<file path="config.mk">
export PLATFORM = sky130hd
export DESIGN_NAME = spi_tx_arbiter
export DESIGN_NICKNAME = d
export VERILOG_FILES = /design/src/rtl/spi_tx_arbiter.sv
export SDC_FILE = /design/constraint.sdc
export NUM_CORES = 1
export LEC_CHECK = 0
export ABC_AREA = 1
export CELL_PAD_IN_SITES_DETAIL_PLACEMENT = 1
export CELL_PAD_IN_SITES_GLOBAL_PLACEMENT = 1
export CORE_ASPECT_RATIO = 0.5
export CORE_UTILIZATION = 44
export DETAILED_ROUTE_END_ITERATION = 12
export DONT_BUFFER_PORTS = 1
export GPL_TIMING_DRIVEN = 0
export HOLD_SLACK_MARGIN = 0.12
export PLACE_DENSITY = 0.77
export SLEW_MARGIN = 20
export SYNTH_ARGS = -nofsm -noshare
export SYNTH_HDL_FRONTEND = slang
export SYNTH_SLANG_ARGS = --single-unit
</file>
<file path="constraint.sdc">
create_clock -name clk -period 2.1 [get_ports clk]
set_input_delay 0.42 -clock clk [delete_from_list [all_inputs] [get_ports clk]]
set_output_delay 0.42 -clock clk [all_outputs]
set_load 0.02 [all_outputs]
</file>
<file path="src/rtl/spi_tx_arbiter.sv">
`default_nettype none
// +-----------------------------------------------------------------------------+
// | spi_tx_arbiter                                                              |
// | Two-source AXI-Stream packet arbiter feeding an SPI TX adapter, with        |
// | chip-select / stall-timeout abort and drain of the interrupted packet.      |
// | Rev 1.0                                                                     |
// +-----------------------------------------------------------------------------+
module spi_tx_arbiter #(
  parameter int DATA_WIDTH     = 8,
  parameter int TIMEOUT_CYCLES = 4096
) (
  input  logic                  clk,
  input  logic                  rst_n,

  input  logic [DATA_WIDTH-1:0] s0_axis_tdata,
  input  logic                  s0_axis_tvalid,
  output logic                  s0_axis_tready,
  input  logic                  s0_axis_tlast,

  input  logic [DATA_WIDTH-1:0] s1_axis_tdata,
  input  logic                  s1_axis_tvalid,
  output logic                  s1_axis_tready,
  input  logic                  s1_axis_tlast,

  output logic [DATA_WIDTH-1:0] m_axis_tdata,
  output logic                  m_axis_tvalid,
  input  logic                  m_axis_tready,
  output logic                  m_axis_tlast,

  input  logic                  spi_cs_n,
  output logic [1:0]            active_src,
  output logic [7:0]            drop_count
);

  localparam int CNT_W = $clog2(TIMEOUT_CYCLES + 1);
  // The counter reaches TIMEOUT_CYCLES on the edge that follows this value
  localparam logic [CNT_W-1:0] STALL_LAST = CNT_W'(TIMEOUT_CYCLES - 1);

  typedef enum logic [1:0] {
    IDLE  = 2'd0,
    PASS  = 2'd1,
    DRAIN = 2'd2
  } state_t;

  state_t           state;
  state_t           state_next;
  logic             grant;        // 0 = source 0, 1 = source 1
  logic             grant_next;
  logic             last_served;
  logic             last_served_next;
  logic [CNT_W-1:0] stall_cnt;
  logic [CNT_W-1:0] stall_next;
  logic [7:0]       drop_next;
  logic             cs_q;

  logic                  sel_valid;
  logic                  sel_last;
  logic [DATA_WIDTH-1:0] sel_data;
  logic                  src_ready;
  logic                  pick;
  logic                  handshake;
  logic                  cs_event;
  logic [1:0]            grant_onehot;

  assign sel_valid    = grant ? s1_axis_tvalid : s0_axis_tvalid;
  assign sel_last     = grant ? s1_axis_tlast  : s0_axis_tlast;
  assign sel_data     = grant ? s1_axis_tdata  : s0_axis_tdata;
  assign handshake    = sel_valid & m_axis_tready;
  assign cs_event     = spi_cs_n & ~cs_q;
  assign grant_onehot = grant ? 2'b10 : 2'b01;

  // Round robin: on contention the source not served last wins
  always_comb begin
    pick = 1'b0;
    if (s0_axis_tvalid && s1_axis_tvalid) begin
      pick = ~last_served;
    end else begin
      pick = s1_axis_tvalid;
    end
  end

  always_ff @(posedge clk or negedge rst_n) begin
    if (!rst_n) begin
      state       <= IDLE;
      grant       <= 1'b0;
      last_served <= 1'b1;
      stall_cnt   <= '0;
      drop_count  <= 8'd0;
      cs_q        <= 1'b1;
    end else begin
      state       <= state_next;
      grant       <= grant_next;
      last_served <= last_served_next;
      stall_cnt   <= stall_next;
      drop_count  <= drop_next;
      cs_q        <= spi_cs_n;
    end
  end

  always_comb begin
    state_next       = state;
    grant_next       = grant;
    last_served_next = last_served;
    stall_next       = stall_cnt;
    drop_next        = drop_count;
    src_ready        = 1'b0;
    m_axis_tvalid    = 1'b0;
    m_axis_tlast     = 1'b0;
    m_axis_tdata     = '0;
    active_src       = 2'b00;

    case (state)
      IDLE: begin
        if (s0_axis_tvalid || s1_axis_tvalid) begin
          grant_next       = pick;
          last_served_next = pick;
          stall_next       = '0;
          state_next       = PASS;
        end
      end

      PASS: begin
        m_axis_tvalid = sel_valid;
        m_axis_tlast  = sel_last;
        m_axis_tdata  = sel_data;
        src_ready     = m_axis_tready;
        active_src    = grant_onehot;
        stall_next    = handshake ? '0 : stall_cnt + CNT_W'(1);
        // A completed packet wins over both abort causes
        if (handshake && sel_last) begin
          state_next = IDLE;
        end else if (cs_event) begin
          state_next = DRAIN;
        end else if (!handshake && stall_cnt == STALL_LAST) begin
          state_next = DRAIN;
        end
      end

      DRAIN: begin
        src_ready  = 1'b1;
        active_src = grant_onehot;
        if (sel_valid) begin
          if (drop_count != 8'hFF) begin
            drop_next = drop_count + 8'd1;
          end
          if (sel_last) begin
            state_next = IDLE;
          end
        end
      end

      default: begin
        state_next = IDLE;
      end
    endcase
  end

  assign s0_axis_tready = src_ready & ~grant;
  assign s1_axis_tready = src_ready &  grant;

endmodule
`default_nettype wire
</file>
==> results.md, run 1 <==
* Layout Skew at 10.2 ps
* Via count at 1458
* Remaining DRCs at 0
* Most used DFF post-synth: dfrtp_1
* Clk slew on worst S/H paths at ~80 ps
* Longest Clk Path Bufs at 2
* Root Driver: clkbuf_8
* Syn Inst Count at 227
* Yosys warning count at 0
* Vias in the first global route at ~1400
* WL/cell at between 10 and 15 um
* Async S/R FF share, synth at 1.00
* Initial DRC count at 51
* First-pass DRT Iterations at 4
* Detail Route Antenna Nets at 0
* Fillcell total at 464
* Mapped cell area at 1650 um2
* Synth unique cells at 29
* Pin count of the biggest net entering global routing at 27
* Period utilisation layout at 0.945
* Slew margin rel. at 0.632
* Number of flops mapped to enable cells by yosys at 0
* Critical-path maximum fanout at 10
* DP HPWL at 3.18 mm
* Diodes inserted at 0
* Share of the yosys chip area belonging to registers at 0.396
* Die height at 45.3 um
* Worst setup EP type: primary output
* Crit path cell chain: inv_1 -> ha_1 -> buf_4 -> o21ai_0 -> nor2_1
* Layout cells sized above 1 at 0.124
* CP Data Required Time at between 1500 and 2000 ps
* Routability cong. at 0.790
* Max Slew Vio Count at 0
* WP data arrival at 1560 ps
* Mean Syn Cell Area at 7.26 um2
* Initial Util at 0.470
* Fin. Hold Viols at 0
* Worst-Margin Slew at 554 ps
* RSZ-0062 raised after global routing: no
* Max-cap violations at 0
* # setup viols final at 0
* Area of the die at around 4000 um2
* Syn_nets at between 200 and 300
* Power Dens Cells at 1220 nW/um2
* Synth-to-Final Area Change at 11.3%
* Outcome: completed
* FMAX at ~500 MHz
* Detailed Route WL at 4.00 mm
* Type of origin of the critical path: flip-flop
* CTS Sinks at 26
* Cell taking the most area after synthesis: dfrtp_1
* Total power at between 2 and 2.5 mW
* Worst vdd ir at 0.667 mV
* H-tree depth at 1
* GR Util All Layers at 0.221
* Die W at 88.5 um
* Slowest cell on the critical path: dfrtp_1
* # IOs at 46
* CTS tree: yes
* Overflow after GRT at 0
* Design area at 1830 um2
* Max incr delay on CP at approximately 410 ps
* Final net count at 265
* Most frequent cell after synthesis: nand2_1
* Avg Vias per Cell at 5.12
* HP Class: input pin to flip-flop
* Placed inst area at 1710 um2
* Clk_lat worst skew at 270 ps
* Initial antenna violation count at 0
* Final min period at 1980 ps
* Most frequent cells after synthesis: nand2_1, nor2_1, inv_1
* Post-synth top area share at 0.364
* FP Rows at 15
* Yosys reg bits at 26
* Core box area at 3510 um2
* Port Buffers at 0
* First-pass GRT wire length at 6.48 mm
* Leakage at 0.910 nW
* Synth area leaders: dfrtp_1, nand2_1, nor2_1
* Num CTS Buffers at 3
* Kind of critical path: flip-flop to primary output
registers in the layout, summed over array words and instances, names as in the netlist:
signal	cells
state	2
cs_q	1
last_served	1
stall_cnt	13
grant	1
drop_count	8
critical path: cells and delay by family (launching register included):
family                     cells  cell delay [ps]
DFF                            1              410
and+or+nand+nor                1              320
buffers and inverters          2              280
adders and majority gates      1              190
AOI/OAI and AO/OA              1              100
metrics by stage:
stage / hold WS [ps] / utilization / setup TNS [ps] / cells / worst slack, ps
floorplan: 124 / - / 0 / 227 / 252
global placement: 125 / 0.488 / -2.17 / 278 / -2.17
detailed placement: 125 / 0.488 / -83.8 / 278 / -83.8
CTS: 124 / 0.514 / -40.5 / 284 / -23.7
global route: 358 / 0.523 / 0 / 285 / 21.5
finish: 352 / 0.523 / 0 / 285 / 116
placed cells by master, fill, tap and decap left out, types with 4 or more instances in the layout:
cell type / netlist / routed
nand3_1: 14 / 14
xor2_1: 7 / 7
nor2_2: 2 / 5
nor2_1: 36 / 33
nand2_1: 52 / 52
a21oi_1: 8 / 7
dfrtp_1: 24 / 24
o21ai_0: 14 / 14
nor3_1: 5 / 4
inv_1: 29 / 29
clkbuf_8: 0 / 4
ha_1: 6 / 6
nand4_1: 5 / 5
routing by layer:
layer	up-vias	routed length, um	track usage	part of all wire
li1	734	-	-	-
met1	692	1870	0.279	0.47
met2	28	1920	0.383	0.48
met3	4	174	0.0676	0.043
met4	0	39	0.0387	0.0097
met5	-	0	0	0
power by group:
part	internal [mW]	switching [mW]	leakage [nW]	total, mW
combinational	0.334	0.815	0.550	1.15
sequential	0.611	0.148	0.331	0.758
clock	0.168	0.155	0.0288	0.323
kinds of logic (layout without fill, tap and decap cells):
logic type	Yosys count	after routing	synth area share
buffers and inverters	36	43	0.0888
AND/OR/NAND/NOR	120	120	0.311
adder cells (fa/ha/maj)	6	6	0.0456
AO/OA/AOI/OAI	30	30	0.110
flip-flops	26	26	0.396
XOR/XNOR	9	9	0.0478
timing repair:
item / CTS / global route
endpoints found under the setup margin: 10 / 10
buffers inserted: 0 / 0
resized for setup: 2 / 10
pin swaps: 0 / 1
hold buffers: 2 / 1
hold endpoints to repair: 26 / 1
final cells by class:
| class | instances | area, um2 | area share |
|---|---|---|---|
| clock buffers | 4 | 55.1 | 0.0300 |
| plain buffers | 4 | 31.3 | 0.0171 |
| well taps | 51 | 63.8 | 0.0348 |
| flip-flops and latches | 26 | 653 | 0.356 |
| multi-input cells | 165 | 871 | 0.475 |
| repair buffers | 3 | 40.0 | 0.0218 |
| inverters | 32 | 120 | 0.0655 |
path summary, 6_finish.rpt:
kind,start,depth (start not counted),slack (ps),end
setup / recovery,state[1]$_DFFE_PN0P_,5,120,m_axis_tdata[0]
max in group asynchronous,rst_n,2,1290,last_served$_DFFE_PN1P_
hold / removal,s1_axis_tvalid,3,350,last_served$_DFFE_PN1P_
setup reg to reg,state[1]$_DFFE_PN0P_,7,390,stall_cnt[1]$_DFFE_PN0P_
min in group asynchronous,rst_n,2,560,stall_cnt[5]$_DFFE_PN0P_
hold reg to reg,state[0]$_DFFE_PN0P_,2,540,state[0]$_DFFE_PN0P_
Power figures use the tool's default switching activity.
==> run 2: changes to the inputs <==
--- a/config.mk
+++ b/config.mk
@@ -5,11 +5,10 @@
 export SDC_FILE = /design/constraint.sdc
 export NUM_CORES = 1
 export LEC_CHECK = 0
-export ABC_AREA = 1
 export CELL_PAD_IN_SITES_DETAIL_PLACEMENT = 1
 export CELL_PAD_IN_SITES_GLOBAL_PLACEMENT = 1
 export CORE_ASPECT_RATIO = 0.5
-export CORE_UTILIZATION = 44
+export CORE_UTILIZATION = 46
 export DETAILED_ROUTE_END_ITERATION = 12
 export DONT_BUFFER_PORTS = 1
 export GPL_TIMING_DRIVEN = 0
==> run 2 against run 1 <==
Against the previous run:
- global-route usage rose by 2.1 points
- clock-buffer cell count shrank 1
- power grew 16%
- largest cell class unchanged
==> results.md, run 2 <==
* Via count at 1471
* Crit path buf inv count at 3
* Longest Clk Path Bufs at 2
* Worst R2R Start: state[1]$_DFFE_PN0P_
* Total power at 2.58 mW
* CP delay by family, top: buffers and inverters
* Final non-filler cell total at roughly 240
* FP Rows at 14
* Initial Util at 0.516
* Core box area at 3220 um2
* Synth area leaders: dfrtp_1, mux2i_1, nand2_1
* Slew margin rel. at 0.608
* Layout Skew at 2.51 ps
* # setup viols final at 0
* Yosys warning count at 0
* Diodes inserted at 0
* Worst reg2reg path depth at 6
* Port Buffers at 0
* Pin count of the biggest net entering global routing at 27
* WL/cell at 18.2 um
* Synth-to-Final Area Change at 18.2%
* Vias in the first global route at approximately 1500
* Synth unique cells at 45
* Kind of critical path: flip-flop to primary output
* Async S/R FF share, synth at 1.00
* Routability cong. at approximately 0.76
* Critical Path Stages at 5
* Most frequent cells after synthesis: dfrtp_1, nand2_1, nor2_1
* Worst setup EP type: primary output
* Leakage at 0.814 nW
* R2R setup slack at 140 ps
* Post-synth top area share at 0.361
* Root Driver: clkbuf_8
* Max reg flops at 13
* Mapped cell area at 1660 um2
* Max Slew Vio Count at 0
* Avg Vias per Cell at 6.18
* Initial DRC count at between 60 and 70
* Post-CTS setup buffers at 0
* First-pass DRT Iterations at 4
* Share of the yosys chip area belonging to registers at 0.393
* CP most frequent cell: inv_1
* Mean Syn Cell Area at between 9 and 10 um2
* Power Dens Cells at around 1300 nW/um2
* Placed inst area at 1720 um2
* Outcome: completed
* First-pass GRT wire length at 7.06 mm
* Area of the die at just under 4000 um2
* Type of origin of the critical path: flip-flop
* Num CTS Buffers at 3
* Die W at 87.0 um
* DP HPWL at 3.03 mm
* Most frequent cell after synthesis: dfrtp_1
* Detailed Route WL at between 4 and 5 mm
* CP Data Required Time at 1680 ps
* CTS tree: yes
* Syn_nets at 213
* Post-placement setup slack at -264 ps
* Max-cap violations at 0
* Initial antenna violation count at 0
* Yosys reg bits at 26
* Period utilisation layout at 0.985
* Syn Inst Count at ~180
* Fillcell total at between 300 and 400
* Commonest cells after routing, fill and taps aside: dfrtp_1, nand2_1, mux2i_1, o21ai_0, nand3_1
* H-tree depth at 1
* Crit path cell chain: inv_1 -> ha_2 -> inv_1 -> buf_6 -> a21oi_4
* Worst R2R End: stall_cnt[11]$_DFFE_PN0P_
* Final min period at 2070 ps
* Layout cells sized above 1 at 0.205
* HP Class: input pin to flip-flop
* Slowest cell on the critical path: dfrtp_1
* Die height at between 40 and 50 um
* Critical Path Source: state[1]$_DFFE_PN0P_
* CTS Sinks at 26
* WP data arrival at 1650 ps
* Detail Route Antenna Nets at 0
* RSZ-0062 raised after global routing: yes
* Worst Setup EP: m_axis_tlast
* Max incr delay on CP at 430 ps
* Top flop regs: stall_cnt x13, drop_count x8, state x2
* Placed cells at 231
* Hold slack final at 304 ps
* # IOs at 46
* PnR worst setup slack at 31.6 ps
* Clk_lat worst skew at 280 ps
* Overflow after GRT at 0
* Worst vdd ir at 0.611 mV
* Critical-path maximum fanout at 10
* FMAX at between 400 and 500 MHz
* Number of flops mapped to enable cells by yosys at 0
* Most used DFF post-synth: dfrtp_1
* Design area at approximately 2000 um2
* GR Util All Layers at 0.241
* Worst-Margin Slew at 583 ps
* Cell taking the most area after synthesis: dfrtp_1
* Remaining DRCs at 0
* Final net count at between 200 and 250
* Fin. Hold Viols at 0
* Reg with most FFs: stall_cnt
* Most common cell after layout, fill and taps aside: dfrtp_1
* Clk slew on worst S/H paths at around 90 ps
[run 2: changes by cell type in the layout (fill, tap and decap cells not counted), sizes merged, moves of 5 or more]
cell	change
inv	-27
nand2	-34
nor2	-27
o21ai	-7
mux2i	+11
a211oi	+5
[run 2: through the flow]
| stage | setup TNS, ps | util |
|---|---|---|
| CTS | -495 | 0.583 |
| detailed placement | -744 | 0.535 |
| finish | 0 | 0.610 |
| global placement | -202 | 0.535 |
| floorplan | 0 | - |
| global route | -416 | 0.610 |
[run 2: how the worst min path moves through the flow]
| stage | start | end | slack [ps] | depth (start not counted) |
|---|---|---|---|---|
| detailed placement | rst_n | drop_count[3]$_DFFE_PN0P_ | 120 | 0 |
| global placement | rst_n | drop_count[4]$_DFFE_PN0P_ | 120 | 0 |
| floorplan | rst_n | drop_count[0]$_DFFE_PN0P_ | 120 | 0 |
| CTS | spi_cs_n | cs_q$_DFF_PN1_ | 120 | 0 |
| global route | s1_axis_tvalid | grant$_DFFE_PN0P_ | 310 | 1 |
| finish | s1_axis_tvalid | grant$_DFFE_PN0P_ | 300 | 1 |
[run 2: what timing repair did]
item,4_1_cts,5_1_grt
endpoints found under the setup margin,16,23
gates cloned,0,0
hold endpoints to repair,26,1
gates resized for setup,17,21
hold buffers,2,1
[run 2: area by class of cell]
cell class | instances | area (um2) | area share
buffer | 7 | 45.0 | 0.0229
inverter | 5 | 18.8 | 0.00955
timing repair buffer | 3 | 40.0 | 0.0204
tap | 48 | 60.1 | 0.0306
multi-input combinational | 145 | 1080 | 0.548
sequential | 26 | 653 | 0.332
clock buffer | 3 | 41.3 | 0.0210
clock inverter | 1 | 30.0 | 0.0153
[run 2: logic make-up (layout without fill, tap and decap cells)]
logic type      count (synthesis)  count (layout)  share of synthesized area
simple gates                   76              76                      0.240
compound gates                 43              43                      0.173
flops                          26              26                      0.393
mux                            13              13                     0.0820
buf+inv                        12              19                     0.0301
xor+xnor                        7               7                     0.0369
fa+ha+maj                       6               6                     0.0451
[run 2: per-layer routing]
layer,up-vias,wire (um),track usage
met5,-,0,0
met4,0,3,0.0333
met3,2,212,0.0634
met2,42,2170,0.433
met1,739,1950,0.305
li1,688,-,-
[run 2: report_power, final]
| group | switching, mW | total [mW] | internal, mW |
|---|---|---|---|
| Sequential | 0.123 | 0.715 | 0.592 |
| Combinational | 0.909 | 1.44 | 0.529 |
| Clock | 0.171 | 0.427 | 0.256 |
| Total | 1.20 | 2.58 | 1.38 |
